$ cat config.mk
export PLATFORM = sky130hd
export DESIGN_NAME = jtag_shift_engine
export DESIGN_NICKNAME = d
export VERILOG_FILES = /design/src/rtl/jtag_engine_pkg.sv /design/src/rtl/jtag_tck_div.sv /design/src/rtl/jtag_shift_engine.sv
export SDC_FILE = /design/constraint.sdc
export NUM_CORES = 1
export LEC_CHECK = 0
export CAP_MARGIN = 20
export CORE_MARGIN = 8
export CORE_UTILIZATION = 41
export DETAILED_ROUTE_END_ITERATION = 8
export GPL_TIMING_DRIVEN = 0
export PLACE_DENSITY = 0.68
export SLEW_MARGIN = 20
export SYNTH_ARGS = -nofsm -noshare
export SYNTH_HDL_FRONTEND = slang
export SYNTH_SLANG_ARGS = --single-unit
$ cat constraint.sdc
create_clock -name clk_i -period 2.48 [get_ports clk_i]
set_input_delay 0.248 -clock clk_i [delete_from_list [all_inputs] [get_ports clk_i]]
set_output_delay 0.248 -clock clk_i [all_outputs]
set_load 0.03 [all_outputs]
$ cat src/rtl/jtag_engine_pkg.sv
// Shared types and constants for the JTAG shift engine: command encoding,
// controller states, TMS walk sequences (LSB emitted first) and common IR opcodes.
package jtag_engine_pkg;

    typedef enum logic [1:0] {
        TAP_RESET  = 2'd0,
        SHIFT_IR   = 2'd1,
        SHIFT_DR   = 2'd2,
        TRST_PULSE = 2'd3
    } cmd_type_e;

    typedef enum logic [2:0] {
        ST_IDLE,
        ST_TRST,
        ST_TMS_SEQ,
        ST_SHIFT,
        ST_POST,
        ST_DONE
    } state_e;

    // TMS walks from Run-Test/Idle (or anywhere, for reset); *_LAST is the last bit index.
    localparam logic [5:0] TMS_RESET_SEQ  = 6'b011111;
    localparam int         TMS_RESET_LAST = 5;
    localparam logic [5:0] TMS_IR_SEQ     = 6'b000011;
    localparam int         TMS_IR_LAST    = 3;
    localparam logic [5:0] TMS_DR_SEQ     = 6'b000001;
    localparam int         TMS_DR_LAST    = 2;
    localparam logic [1:0] TMS_POST_SEQ   = 2'b01;

    localparam logic [4:0] IR_IDCODE     = 5'h01;
    localparam logic [4:0] IR_PULP_TAP   = 5'h04;
    localparam logic [4:0] IR_SOC_CONFIG = 5'h06;
    localparam logic [4:0] IR_BYPASS     = 5'h1F;

endpackage

$ cat src/rtl/jtag_tck_div.sv
// TCK generator: half-period counter that runs only while enabled and flags
// the clk cycle in which TCK rises or falls.
module jtag_tck_div #(
    parameter int TCK_DIV = 4
) (
    input  logic clk,
    input  logic rst,
    input  logic en,
    output logic tck,
    output logic rise_stb,
    output logic fall_stb
);

    localparam int CNT_W = (TCK_DIV > 1) ? $clog2(TCK_DIV) : 1;

    logic [CNT_W-1:0] cnt;
    logic             wrap;

    assign wrap     = en && (cnt == CNT_W'(TCK_DIV - 1));
    assign rise_stb = wrap && !tck;
    assign fall_stb = wrap && tck;

    always_ff @(posedge clk) begin
        if (rst || !en) begin
            cnt <= '0;
            tck <= 1'b0;
        end else if (wrap) begin
            cnt <= '0;
            tck <= ~tck;
        end else begin
            cnt <= cnt + CNT_W'(1);
        end
    end

endmodule

$ cat src/rtl/jtag_shift_engine.sv
// JTAG master: turns TAP reset / IR shift / DR shift / TRST commands into
// cycle-accurate TCK/TMS/TDI waveforms and returns the TDO bits captured.
module jtag_shift_engine
    import jtag_engine_pkg::*;
#(
    parameter int MAX_LEN = 64,
    parameter int IR_LEN  = 5,
    parameter int TCK_DIV = 4
) (
    input  logic                         clk_i,
    input  logic                         rst_i,
    input  logic                         cmd_valid_i,
    output logic                         cmd_ready_o,
    input  logic [1:0]                   cmd_type_i,
    input  logic [$clog2(MAX_LEN+1)-1:0] cmd_len_i,
    input  logic [MAX_LEN-1:0]           cmd_data_i,
    output logic                         rsp_valid_o,
    output logic [MAX_LEN-1:0]           rsp_data_o,
    output logic                         jtag_tck_o,
    output logic                         jtag_tms_o,
    output logic                         jtag_tdi_o,
    output logic                         jtag_trst_no,
    input  logic                         jtag_tdo_i
);

    localparam int LEN_W       = $clog2(MAX_LEN + 1);
    localparam int IDX_W       = $clog2(MAX_LEN);
    localparam int TRST_CYCLES = 8 * TCK_DIV;
    localparam int TCNT_W      = $clog2(TRST_CYCLES);

    state_e             state_q, state_d;
    cmd_type_e          type_q, type_d, cmd_type;
    logic [LEN_W-1:0]   bit_q, bit_d, len_q, len_d, seq_last_q, seq_last_d, eff_len;
    logic [5:0]         seq_q, seq_d;
    logic [MAX_LEN-1:0] data_q, data_d, cap_q, cap_d;
    logic [TCNT_W-1:0]  tcnt_q, tcnt_d;
    logic               tms_q, tms_d, tdi_q, tdi_d, trst_q, trst_d;
    logic               armed_q, accept, tck_en, tck, rise_stb, fall_stb;

    assign cmd_type    = cmd_type_e'(cmd_type_i);
    assign cmd_ready_o = (state_q == ST_IDLE) && armed_q;
    assign accept      = cmd_valid_i && cmd_ready_o;
    assign tck_en      = (state_q == ST_TMS_SEQ) || (state_q == ST_SHIFT) || (state_q == ST_POST);

    jtag_tck_div #(.TCK_DIV(TCK_DIV)) u_tck_div (
        .clk      (clk_i),
        .rst      (rst_i),
        .en       (tck_en),
        .tck      (tck),
        .rise_stb (rise_stb),
        .fall_stb (fall_stb)
    );

    always_comb begin
        if (cmd_len_i == '0) begin
            eff_len = (cmd_type == SHIFT_IR) ? LEN_W'(IR_LEN) : LEN_W'(1);
        end else if (cmd_len_i > LEN_W'(MAX_LEN)) begin
            eff_len = LEN_W'(MAX_LEN);
        end else begin
            eff_len = cmd_len_i;
        end
    end

    // TMS/TDI advance only on falling TCK; TDO is captured only on SHIFT rises.
    always_comb begin
        state_d    = state_q;
        type_d     = type_q;
        bit_d      = bit_q;
        len_d      = len_q;
        seq_d      = seq_q;
        seq_last_d = seq_last_q;
        data_d     = data_q;
        cap_d      = cap_q;
        tcnt_d     = tcnt_q;
        tms_d      = tms_q;
        tdi_d      = tdi_q;
        trst_d     = trst_q;
        case (state_q)
            ST_IDLE: begin
                if (accept) begin
                    type_d  = cmd_type;
                    len_d   = eff_len;
                    data_d  = cmd_data_i;
                    cap_d   = '0;
                    bit_d   = '0;
                    tcnt_d  = '0;
                    tdi_d   = 1'b0;
                    state_d = ST_TMS_SEQ;
                    case (cmd_type)
                        TAP_RESET: begin
                            seq_d      = TMS_RESET_SEQ;
                            seq_last_d = LEN_W'(TMS_RESET_LAST);
                        end
                        SHIFT_IR: begin
                            seq_d      = TMS_IR_SEQ;
                            seq_last_d = LEN_W'(TMS_IR_LAST);
                        end
                        SHIFT_DR: begin
                            seq_d      = TMS_DR_SEQ;
                            seq_last_d = LEN_W'(TMS_DR_LAST);
                        end
                        TRST_PULSE: begin
                            trst_d  = 1'b0;
                            state_d = ST_TRST;
                        end
                    endcase
                    tms_d = (cmd_type == TRST_PULSE) ? 1'b1 : seq_d[0];
                end
            end
            ST_TRST: begin
                if (tcnt_q == TCNT_W'(TRST_CYCLES - 1)) begin
                    trst_d  = 1'b1;
                    state_d = ST_DONE;
                end else begin
                    tcnt_d = tcnt_q + TCNT_W'(1);
                end
            end
            ST_TMS_SEQ: begin
                if (fall_stb) begin
                    if (bit_q != seq_last_q) begin
                        bit_d = bit_q + LEN_W'(1);
                        tms_d = seq_q[bit_d[2:0]];
                    end else if (type_q == TAP_RESET) begin
                        state_d = ST_DONE;
                    end else begin
                        state_d = ST_SHIFT;
                        bit_d   = '0;
                        tdi_d   = data_q[0];
                        tms_d   = (len_q == LEN_W'(1));
                    end
                end
            end
            ST_SHIFT: begin
                if (rise_stb) begin
                    cap_d[bit_q[IDX_W-1:0]] = jtag_tdo_i;
                end
                if (fall_stb) begin
                    if (bit_q == len_q - LEN_W'(1)) begin
                        state_d = ST_POST;
                        bit_d   = '0;
                        tdi_d   = 1'b0;
                        tms_d   = TMS_POST_SEQ[0];
                    end else begin
                        bit_d = bit_q + LEN_W'(1);
                        tdi_d = data_q[bit_d[IDX_W-1:0]];
                        tms_d = (bit_d == len_q - LEN_W'(1));
                    end
                end
            end
            ST_POST: begin
                if (fall_stb) begin
                    if (bit_q == LEN_W'(1)) begin
                        state_d = ST_DONE;
                    end else begin
                        bit_d = LEN_W'(1);
                        tms_d = TMS_POST_SEQ[1];
                    end
                end
            end
            ST_DONE: begin
                tms_d   = 1'b0;
                state_d = ST_IDLE;
            end
            default: state_d = ST_IDLE;
        endcase
    end

    // TMS resets high so an untouched TAP drifts toward Test-Logic-Reset, never into a shift.
    always_ff @(posedge clk_i) begin
        if (rst_i) begin
            state_q    <= ST_IDLE;
            type_q     <= TAP_RESET;
            bit_q      <= '0;
            len_q      <= '0;
            seq_q      <= '0;
            seq_last_q <= '0;
            data_q     <= '0;
            cap_q      <= '0;
            tcnt_q     <= '0;
            tms_q      <= 1'b1;
            tdi_q      <= 1'b0;
            trst_q     <= 1'b1;
            armed_q    <= 1'b0;
        end else begin
            state_q    <= state_d;
            type_q     <= type_d;
            bit_q      <= bit_d;
            len_q      <= len_d;
            seq_q      <= seq_d;
            seq_last_q <= seq_last_d;
            data_q     <= data_d;
            cap_q      <= cap_d;
            tcnt_q     <= tcnt_d;
            tms_q      <= tms_d;
            tdi_q      <= tdi_d;
            trst_q     <= trst_d;
            armed_q    <= 1'b1;
        end
    end

    assign rsp_valid_o  = (state_q == ST_DONE);
    assign rsp_data_o   = cap_q;
    assign jtag_tck_o   = tck;
    assign jtag_tms_o   = tms_q;
    assign jtag_tdi_o   = tdi_q;
    assign jtag_trst_no = trst_q;

endmodule
==> metrics.csv, run 1 <==
stage;metric;value;unit
worst_setup_path;critPathSlowestCell;mux4_2;
timing;fin_ws;-0.1228;ns
worst_setup_path;ff2ff_path_depth;9;
cells_and_area;nets;1264;
worst_setup_path;r2r_slack;-0.12;ns
floorplan;die_x;154.9;um
grt;grt-ovfl-total;0;
flow_run;cap_violations;0;
status;violations;setup timing;
worst_setup_path;rr_startpoint;bit_q[1];
detailed_routing;drc;0;
worst_setup_path;cp_num_buf_inv;3;
clocking;htree_levels;4;
clocking;root_buffer;clkbuf_16;
cells_and_area;finalInstanceArea;10630;um^2
pwr;leakage;3.718;nW
pwr;irDropWorstVdd;0.4867;mV
clocking;clk_path_buf_depth;2;
detailed_routing;first_pass_iters;6;
worst_setup_path;path_cells;buf_8 > clkinvlp_4 > ha_4 > buf_8 > mux4_2 > mux4_2 > a2111o_1 > nand2_1 > o22ai_2;
synth;yosys-top-cells-count;nand2_1 (224), a21oi_1 (215), dfxtp_1 (165);
placement;portBuffers;146;
synth;synth_most_common_cell;nand2_1;
worst_setup_path;cp.depth;9;
timing;relSlewSlack;0.3646;
synth;synthCells;1003;
worst_setup_path;crit_family;multiplexers;
grt;grt_pass1_wl;40140;um
placement;placed_cell_area;9722;um^2
clocking;clock-sinks;165;
synth;yosysUniqueCellTypes;60;
placement;gp_congestion;0.8797;
floorplan;ios;147;
clocking;cts_buffers;17;
detailed_routing;via_count;7923;
synth;netlist_area;7909;um^2
timing;min_period_over_period;1.050;
grt;antenna_found_initial;0;
timing;slew_viol_final;0;
grt;grt_use_total;0.2082;
floorplan;initial_core_util;0.4118;
worst_setup_path;start_kind;flip-flop;
detailed_routing;viasPerCell;5.457;
detailed_routing;wl_per_cell;17.54;um
clocking;clkTransAtPathRegs;0.07;ns
synth;synthArstFlopShare;0;
synth;synth-edff-count;0;
synth;yosys.area.top_type_share;0.4177;
synth;yosys.area.top_type;dfxtp_1;
timing;setup_viol_count_final;1;
grt;grt_pass1_vias;7661;
timing;worst_slew_pin_slew;0.9479;ns
status;outcome;complete, but fails checks;
pwr;p_per_area;800.6;nW/um^2
clocking;cts_tree;built;
worst_setup_path;cp.arrival;2.90;ns
timing;rsz0062_at_grt;true;
worst_hold_path;min_path_type;in -> reg;
detailed_routing;wl;25460;um
placement;dp_hpwl;18090;um
cells_and_area;synthToLayoutAreaGrowth;34.42;%
cells_and_area;drive_gt1_frac;0.1036;
synth;yosys-top-cells-area;dfxtp_1 (42%), a21oi_1 (14%), nand2_1 (11%);
timing;finalSetupTns;-0.1228;ns
worst_setup_path;cp.required;2.78;ns
synth;avgSynthCellArea;7.885;um^2
synth;yosysSeqAreaShare;0.4177;
worst_hold_path;min_from;cmd_data_i[34];
cells_and_area;fill_cells;1807;
synth;ys_seq_elements;165;
floorplan;die_area;23990;um^2
detailed_routing;dr.first_iter.drc_count;699;
timing;hold_viol;0;
synth;ys.flop_type;dfxtp_1;
detailed_routing;postRouteAntennaNets;0;
timing;fin_skew;0.01387;ns
timing;clock.fmax;0.3842;GHz
floorplan;row_count;51;
floorplan;die_h;154.9;um
grt;grt_max_degree;17;
placement;place_worst_setup_slack;-0.4718;ns
floorplan;core;19210;um^2
synth;synth_warnings;0;
timing;period_needed;2.603;ns
worst_setup_path;critPathMaxStageDelay;0.50;ns
worst_setup_path;endpoint_kind;flip-flop;
worst_setup_path;reg2reg_to;jtag_tdi_o;
synth;syn-num-nets;1093;
worst_setup_path;critPathKind;reg -> reg;
cells_and_area;diodes;0;
worst_setup_path;cp_max_fo;6;
worst_hold_path;worstHoldPathCells;3;
worst_hold_path;min_to;data_q[34];
timing;holdWs;0.3515;ns
clocking;clk_latency;0.44;ns
-- metrics by stage --
step | instances | utilization | power [mW]
6_report | 1452 | 0.5535 | 8.512
5_1_grt | 1452 | 0.5535 | 8.905
4_1_cts | 1446 | 0.5445 | 8.422
3_5_place_dp | 1414 | 0.5062 | 5.593
3_3_place_gp | 1414 | 0.5054 | 5.566
2_1_floorplan | 1003 | - | 4.830
-- worst max path at each step --
stage               slack [ns]        start        endpoint
floorplan                0.003     bit_q[1]      jtag_tdi_o
global placement         -0.52     bit_q[0]  rsp_data_o[24]
detailed placement       -0.47  cmd_valid_i  rsp_data_o[46]
CTS                      -0.12     bit_q[0]      jtag_tdi_o
global route             -0.15     bit_q[1]      jtag_tdi_o
finish                   -0.12     bit_q[1]      jtag_tdi_o
-- sequential cells by signal, indices dropped and copies added, names as in the netlist --
name,count
armed_q,1
bit_q,7
data_q,64
jtag_tdi_o,1
jtag_tms_o,1
jtag_trst_no,1
len_q,7
rsp_data_o,64
seq_last_q,3
seq_q,3
state_q,3
tcnt_q,5
type_q,2
u_tck_div.cnt,2
u_tck_div.tck,1
-- placed cells by master (no fill, tap or decap), types with 4 or more instances in the layout --
cell | netlist | routed
nand2_1 | 224 | 224
a21oi_1 | 215 | 215
dfxtp_1 | 165 | 163
clkdlybuf4s50_1 | 0 | 145
o21ai_0 | 78 | 78
clkbuf_1 | 73 | 54
nor2_1 | 35 | 32
mux4_2 | 19 | 19
nor3_1 | 22 | 18
xnor2_1 | 19 | 17
clkbuf_16 | 0 | 17
clkbuf_2 | 1 | 14
inv_1 | 14 | 13
nand3_1 | 15 | 13
buf_4 | 3 | 12
ha_1 | 13 | 11
xor2_1 | 8 | 7
mux2i_1 | 8 | 7
and3_1 | 7 | 6
nor2b_1 | 7 | 6
buf_6 | 1 | 4
o21a_1 | 4 | 4
nor3b_1 | 7 | 4
a32oi_1 | 4 | 4
nand3b_1 | 4 | 4
inv_8 | 0 | 4
-- power by group --
part / total (mW) / internal [mW] / switching (mW)
combinational: 2.66 / 1.07 / 1.59
sequential: 3.05 / 2.89 / 0.157
clock: 2.80 / 1.61 / 1.19
total: 8.51 / 5.57 / 2.94
-- cell type report --
class	count	area (um^2)	share of cell area
sequential	165	3308	0.3112
tap	265	331.6	0.03119
clock buffer	20	466.7	0.04390
multi-input combinational	739	4385	0.4125
clock inverter	12	157.7	0.01483
inverter	16	63.81	0.006002
timing repair buffer	158	1554	0.1462
buffer	77	364.1	0.03425
-- worst reg2reg max path, delay by kind of cell, from the launching register on --
kind                       cells  cell delay, ns
adders and majority gates      1            0.30
DFF                            1            0.37
AOI/OAI and AO/OA              2            0.54
and+or+nand+nor                1            0.10
buffers and inverters          3            0.36
muxes                          2            0.80
-- per-layer routing --
layer  GRT usage  wire length (um)  vias to the layer above
li1            -                 -                     3820
met5           0                 0                        -
met2      0.3416             12090                      332
met1      0.2681             11000                     3727
met3     0.04605              1932                       44
met4     0.06533               438                        0
-- kinds of logic (layout without fill, tap and decap cells) --
group                    Yosys count  after routing  share of synthesized area
multiplexers                      27             27                    0.06423
XOR/XNOR                          28             28                    0.03275
AND/OR/NAND/NOR                  343            343                     0.1921
adder cells (fa/ha/maj)           13             13                    0.02057
AO/OA/AOI/OAI                    328            328                     0.2227
buffers and inverters             99            283                    0.04999
flip-flops                       165            165                     0.4177
-- repair_timing --
| action | CTS | global route |
|---|---|---|
| gates resized for setup | 27 | 31 |
| pin swaps | 2 | 3 |
| hold endpoints to repair | 0 | 0 |
| setup buffers | 2 | 10 |
| hold buffers | 0 | 0 |
| endpoints found under the setup margin | 81 | 102 |
| gates cloned | 0 | 0 |
No activity file was read; power rests on OpenSTA's default activity.
==> run 2, diff against run 1 <==
- ABC_CLOCK_PERIOD_IN_PS: unset -> 2480
==> results of run 2 <==
Final layout, timing and power as in run 1 (identical DEF).
==> run 3, diff against run 2 <==
- ABC_AREA: unset -> 1
- PLACE_DENSITY: 0.68 -> 0.67
==> metrics.csv, run 3 <==
stage;metric;value;unit;change
clocking;htree_levels;4;;unchanged
detailed_routing;first_pass_iters;5;;-1
clocking;hold_buffers;0;;unchanged
timing;hold_viol;0;;unchanged
grt;antenna_found_initial;0;;unchanged
placement;gp_congestion;0.8763;;-0.39%
synth;synth_warnings;0;;unchanged
timing;relSlewSlack;0.4900;;+0.1254
detailed_routing;wl_per_cell;16.19;um;-7.7%
clocking;clk_path_buf_depth;2;;unchanged
worst_setup_path;cp_num_buf_inv;5;;+2
worst_setup_path;cp.required;2.81;ns;+0.03 ns
grt;grt-ovfl-total;0;;unchanged
cells_and_area;diodes;0;;unchanged
synth;yosys.area.top_type_share;0.3963;;-0.02132
synth;yosysUniqueCellTypes;42;;-30%
cells_and_area;nets;1499;;+19%
worst_setup_path;rr_startpoint;bit_q[1];;
pwr;clkPwrFrac;0.325;;-0.004
synth;syn-num-nets;1332;;+22%
timing;rsz0062_at_grt;false;;
grt;grt_max_degree;18;;+1
placement;portBuffers;146;;unchanged
clocking;cts_tree;built;;
worst_setup_path;crit_start;bit_q[1];;
timing;fin_skew;0.01229;ns;-0.001574 ns
synth;synthCells;1242;;+24%
worst_setup_path;crit_family;buffers and inverters;;
floorplan;core;20100;um^2;+4.7%
grt;gr-usage-met2;0.3578;;+0.01623
detailed_routing;drc;0;;unchanged
pwr;pwr-share-seq;0.357;;about the same
clocking;root_buffer;clkbuf_16;;
cells_and_area;final_common_cell;nand2_1;;
floorplan;initial_core_util;0.4146;;+0.002786
synth;yosys-top-cells-count;nand2_1 (222), nor2_1 (184), a21oi_1 (170);;
floorplan;die_area;25150;um^2;+4.8%
floorplan;die_x;158.6;um;+2.4%
cells_and_area;drive_gt1_frac;0.07173;;-0.03189
worst_setup_path;r2r_slack;0.14;ns;+0.27 ns
cells_and_area;synthToLayoutAreaGrowth;29.35;%;
worst_setup_path;cp.arrival;2.66;ns;-0.24 ns
placement;dp_hpwl;20020;um;+11%
clocking;clk_latency;0.44;ns;about the same
worst_setup_path;path_common_cell;nand3_1;;
pwr;p_per_area;789.5;nW/um^2;-1.4%
worst_hold_path;worstHoldPathCells;3;;unchanged
cells_and_area;final_cell_mix;nand2_1 (221), nor2_1 (184), a21oi_1 (170), dfxtp_1 (165), clkdlybuf4s50_1 (146);;
worst_hold_path;min_to;data_q[30];;
floorplan;ios;147;;unchanged
timing;slew_viol_final;0;;unchanged
pwr;irDropWorstVdd;0.4969;mV;+2.1%
grt;gr-usage-met1;0.2769;;+0.008763
cells_and_area;multi_input_area;4279;um^2;-2.4%
floorplan;row_count;52;;+2.0%
timing;min_period_over_period;0.9416;;-0.1079
grt;grt_pass1_vias;8461;;+10%
synth;synth-edff-count;0;;unchanged
clocking;clkTransAtPathRegs;0.07;ns;about the same
cells_and_area;fin_util;0.5362;;-0.01729
worst_setup_path;critPathSlowestCell;dfxtp_1;;
pwr;p_total;8.511;mW;about the same
worst_setup_path;ff2ff_path_depth;14;;+5
worst_setup_path;endpoint_kind;flip-flop;;
synth;yosysSeqAreaShare;0.3963;;-0.02132
worst_setup_path;start_kind;flip-flop;;
worst_setup_path;critPathKind;reg -> reg;;
synth;ys_seq_elements;165;;unchanged
detailed_routing;postRouteAntennaNets;0;;unchanged
synth;ys.flop_type;dfxtp_1;;
status;outcome;finished clean;;
worst_setup_path;cp_max_fo;10;;+4
synth;synth_most_common_cell;nand2_1;;
detailed_routing;dr.first_iter.drc_count;722;;+3.3%
worst_setup_path;critPathMaxStageDelay;0.37;ns;-0.13 ns
worst_hold_path;min_path_type;in -> reg;;
grt;grt_use_total;0.2193;;+0.01111
grt;grt_use_met3;0.04723;;+0.001184
pwr;intPower;5.361;mW;-3.8%
pwr;leakage;4.060;nW;+9.2%
grt;grt_pass1_wl;43570;um;+8.5%
timing;clock.fmax;0.4282;GHz;+11%
worst_hold_path;min_from;cmd_data_i[30];;
timing;worst_slew_pin_slew;0.7650;ns;-0.1829 ns
synth;synthArstFlopShare;0;;unchanged
synth;netlist_area;8334;um^2;+5.4%
clocking;cts_buffers;17;;unchanged
detailed_routing;viasPerCell;5.359;;-1.8%
timing;setup_viol_count_final;0;;-1
detailed_routing;wl;27390;um;+7.6%
grt;busiest_layer;met2;;
detailed_routing;via_count;9067;;+14%
timing;period_needed;2.335;ns;-0.2676 ns
cells_and_area;regArea;3303;um^2;-0.15%
clocking;clock-sinks;165;;unchanged
cells_and_area;fill_cells;1979;;+9.5%
pwr;combPwrFrac;0.318;;+0.005
pwr;sw_frac_of_total;0.3702;;+0.02450
floorplan;die_h;158.6;um;+2.4%
worst_setup_path;path_cells;buf_4 > inv_1 > ha_1 > buf_4 > inv_4 > buf_4 > a21oi_1 > o21ai_0 > nand3_1 > nand3_1 > nand3_1 > nand3_1 > nand3_1 > a21oi_1;;
synth;yosys.area.top_type;dfxtp_1;;
synth;avgSynthCellArea;6.710;um^2;-15%
pwr;switchingPower;3.151;mW;+7.1%
flow_run;cap_violations;0;;unchanged
synth;yosys-top-cells-area;dfxtp_1 (40%), a21oi_1 (10%), nand2_1 (10%);;
worst_setup_path;reg2reg_to;jtag_tdi_o;;
run 3: changes by cell type in the layout (fill, tap and decap cells not counted), moves of 7 or more:
cell,previous run,this run
nor2_1,32,184
nand3_1,13,137
inv_1,13,85
o21ai_1,0,51
a21oi_1,215,170
buf_2,1,21
mux4_2,19,0
clkbuf_1,54,36
clkbuf_2,14,0
xnor2_1,17,4
o21ai_0,78,67
inv_2,0,8
mux2i_1,7,0
nor3_1,18,11
run 3: repair_timing:
| item | 4_1_cts | 5_1_grt |
|---|---|---|
| endpoints found under the hold margin | 0 | 0 |
| resized for setup | 4 | 7 |
| buffers inserted | 0 | 2 |
| setup endpoints to repair | 1 | 4 |
run 3: power groups by stage:
stage          Sequential [mW]  Combinational [mW]  Clock (mW)
6_report                  3.04                2.71        2.77
5_1_grt                   3.06                2.99        2.92
4_1_cts                   3.03                2.68        2.79
3_5_place_dp              3.09                2.66           0
3_3_place_gp              3.09                2.63           0
2_1_floorplan             3.08                1.89           0
run 3: worst reg2reg max path, cell delays in order, from the launching register on:
cell     delay [ns]
dfxtp_1        0.37
buf_4          0.20
inv_1          0.09
ha_1           0.28
buf_4          0.20
inv_4          0.10
buf_4          0.20
a21oi_1        0.13
o21ai_0        0.10
nand3_1        0.11
nand3_1        0.13
nand3_1        0.11
nand3_1        0.08
nand3_1        0.09
a21oi_1        0.06
run 3: metal layers:
layer  routed length (um)  share of wire  vias to the layer above
met5                    0              0                        -
met4                  755          0.028                        0
met3                 2161          0.079                       48
met2                12740           0.47                      361
met1                11730           0.43                     4217
li1                     -              -                     4441
run 3: kinds of logic (layout without fill, tap and decap cells):
family	Yosys count	after routing	share of synthesized area
XOR/XNOR	11	11	0.01156
flip-flops	165	165	0.3963
adder cells (fa/ha/maj)	13	13	0.01952
AO/OA/AOI/OAI	300	300	0.1841
buffers and inverters	172	352	0.09053
AND/OR/NAND/NOR	581	581	0.2980
run 3: final cells by class:
class / instances / area share
Multi-Input combinational cell: 905 / 0.3969
Sequential cell: 165 / 0.3064
Timing Repair Buffer: 148 / 0.1370
Clock buffer: 18 / 0.03981
Buffer: 75 / 0.03726
Inverter: 97 / 0.03447
Tap cell: 270 / 0.03134
Clock inverter: 14 / 0.01683
run 3: worst max-delay path by stage:
stage | cells past startpoint | to | slack [ns]
floorplan | 14 | jtag_tdi_o | 0.43
global placement | 13 | jtag_tdi_o | -0.28
detailed placement | 13 | jtag_tdi_o | -0.32
CTS | 14 | jtag_tdi_o | 0.03
global route | 14 | jtag_tdi_o | 0.003
finish | 14 | jtag_tdi_o | 0.14
run 3: metrics by stage:
step | setup slack (ns) | hold slack (ns) | TNS (ns) | area (um^2) | std cells
floorplan | 0.4280 | 0.3915 | 0 | 8334 | 1242
global placement | -0.2772 | 0.4066 | -1.841 | 10130 | 1658
detailed placement | -0.3229 | 0.4109 | -4.473 | 10130 | 1658
CTS | 0.02550 | 0.3436 | 0 | 10750 | 1690
global route | 0.002883 | 0.3559 | 0 | 10780 | 1692
finish | 0.1448 | 0.3539 | 0 | 10780 | 1692
==> edit: new RTL, settings of run 2 <==
`TCK_DIV` is set to 4 in 2 places; all go to 2.
--- a/src/rtl/jtag_tck_div.sv
+++ b/src/rtl/jtag_tck_div.sv
@@ -2,5 +2,5 @@
 // the clk cycle in which TCK rises or falls.
 module jtag_tck_div #(
-    parameter int TCK_DIV = 4
+    parameter int TCK_DIV = 2
 ) (
     input  logic clk,
--- a/src/rtl/jtag_shift_engine.sv
+++ b/src/rtl/jtag_shift_engine.sv
@@ -6,5 +6,5 @@
     parameter int MAX_LEN = 64,
     parameter int IR_LEN  = 5,
-    parameter int TCK_DIV = 4
+    parameter int TCK_DIV = 2
 ) (
     input  logic                         clk_i,
Formal check against the unedited RTL: not equivalent (Yosys sat finds a counterexample within 10 cycles, from zero or initial values and one cycle with rst_i high).
==> edit against run 2 <==
Critical path depth unchanged. Largest power group unchanged. Largest cell class unchanged. Power down 1.0%. Area after synthesis down 2.4%. Sequential cell count down 2. The flow still finishes with violations (setup timing). Worst setup slack better by 0.10 ns. Highest routed layer unchanged. Wire length down 14%. Cell area down 3.2%.
==> edit: results <==
<?xml version="1.0" encoding="UTF-8"?>
<metrics>
  <group name="timing">
    <metric name="post_route_skew" unit="ns">0.0109</metric>
    <metric name="setup_viol" unit="">1</metric>
    <metric name="post-route-worst-setup-slack" unit="ns">-0.0180</metric>
    <metric name="worst-slew-pin-transition" unit="ns">0.991</metric>
  </group>
  <group name="status">
    <metric name="status" unit="">finished, violations left</metric>
    <metric name="failed_checks" unit="">setup timing</metric>
  </group>
  <group name="yosys">
    <metric name="synth-seq-area-share" unit="%">42.3</metric>
    <metric name="synthTopCellsByArea" unit="">dfxtp_1 42%, nand2_1 11%, mux2i_1 8.9%</metric>
    <metric name="netlist-cell-type-count" unit="">62</metric>
    <metric name="synth.top_cells.by_count" unit="">220 x nand2_1, 163 x dfxtp_1, 96 x nor2_1, 88 x a21oi_1, 69 x mux2i_1</metric>
  </group>
  <group name="cells_and_area">
    <metric name="filler_cell_count" unit="">1667</metric>
    <metric name="fin_nets" unit="">1144</metric>
  </group>
  <group name="worst_hold_path">
    <metric name="hold_path.startpoint" unit="">jtag_tdo_i</metric>
    <metric name="hold_ep" unit="">rsp_data_o[1]</metric>
  </group>
  <group name="power">
    <metric name="clock_power_share" unit="%">33.4</metric>
    <metric name="p_int" unit="mW">5.67</metric>
    <metric name="power.switching" unit="mW">2.75</metric>
    <metric name="static-leakage-power" unit="nW">4.09</metric>
    <metric name="irDropWorstVdd" unit="V">0.000493</metric>
  </group>
  <group name="global_route">
    <metric name="grt_use_total" unit="%">18.5</metric>
    <metric name="first_global_vias" unit="">6622</metric>
    <metric name="first_pass_grt_wire_length" unit="mm">34.6</metric>
  </group>
  <group name="placed_design">
    <metric name="placement.io_buffers" unit="">145</metric>
    <metric name="detailedPlacementHpwl" unit="mm">16.2</metric>
  </group>
  <group name="worst_setup_path">
    <metric name="timing.critical_path.fanout_max" unit="">7</metric>
    <metric name="data_arrival_time_of_the_worst_path" unit="ns">2.81</metric>
  </group>
  <group name="drt">
    <metric name="drt_first_pass_iters" unit="">5</metric>
    <metric name="first_iter_violations" unit="">407</metric>
    <metric name="detailroute.via_count" unit="">6718</metric>
    <metric name="routed_wirelength" unit="mm">21.9</metric>
  </group>
</metrics>
edit: worst max-delay path by stage:
stage / cells after the start / endpoint / slack [ns] / from
after CTS: 9 / jtag_tdi_o / -0.06 / bit_q[1]
after detailed placement: 9 / jtag_tdi_o / -0.71 / bit_q[1]
after global placement: 9 / jtag_tdi_o / -0.66 / bit_q[1]
after floorplan: 9 / jtag_tdi_o / 0.007 / bit_q[1]
final: 9 / jtag_tdi_o / -0.02 / bit_q[1]
after global routing: 6 / jtag_tdi_o / -0.12 / bit_q[0]
edit: stage by stage:
stage	hold slack [ns]	cell area (sq um)	setup WS, ns	instances	setup TNS [ns]
finish	0.346	10300	-0.0180	1302	-0.0180
global route	0.342	10300	-0.119	1302	-0.119
CTS	0.317	10200	-0.0611	1299	-0.0611
detailed placement	0.447	9470	-0.706	1267	-7.46
global placement	0.439	9470	-0.658	1267	-6.19
floorplan	0.384	7720	0.00745	888	0
edit: layout make-up:
| cell class | count | area [sq um] | area share [%] |
|---|---|---|---|
| Multi-Input combinational cell | 657 | 4250 | 41.3 |
| Tap cell | 234 | 293 | 2.84 |
| Buffer | 59 | 325 | 3.16 |
| Clock buffer | 19 | 453 | 4.40 |
| Inverter | 8 | 30.0 | 0.292 |
| Clock inverter | 12 | 179 | 1.74 |
| Timing Repair Buffer | 150 | 1490 | 14.5 |
| Sequential cell | 163 | 3270 | 31.7 |
edit: cells by family (layout without fill, tap and decap cells):
| family | count (synthesis) | count (layout) | share of synthesized area (%) |
|---|---|---|---|
| muxes | 90 | 90 | 14.8 |
| and+or+nand+nor | 396 | 396 | 23.3 |
| xor gates and xnor gates | 30 | 30 | 4.03 |
| DFF | 163 | 163 | 42.3 |
| AOI/OAI and AO/OA | 130 | 130 | 9.85 |
| adders and majority gates | 11 | 11 | 1.78 |
| buffers and inverters | 68 | 248 | 3.99 |
edit: timing repair:
action,in CTS,in global routing
gates cloned,1,0
setup buffers,1,3
pin swaps,2,0
setup endpoints to repair,41,47
gates resized for setup,23,16
edit: layer usage:
| metal | track usage [%] | share of wire, % | vias to the layer above |
|---|---|---|---|
| li1 | - | - | 3349 |
| met1 | 22.9 | 45 | 3188 |
| met2 | 31.3 | 49 | 155 |
| met3 | 3.83 | 4.3 | 26 |
| met4 | 6.27 | 1.3 | 0 |
| met5 | 0 | 0 | - |
edit: critical path, cell delays in order, from the launching register on:
cell and delay [ns]:
dfxtp_2 0.34, buf_8 0.12, inv_2 0.06, ha_4 0.30, clkbuf_16 0.15, mux4_2 0.29
mux4_2 0.50, and3b_2 0.26, nor4_4 0.27, nor2_1 0.07
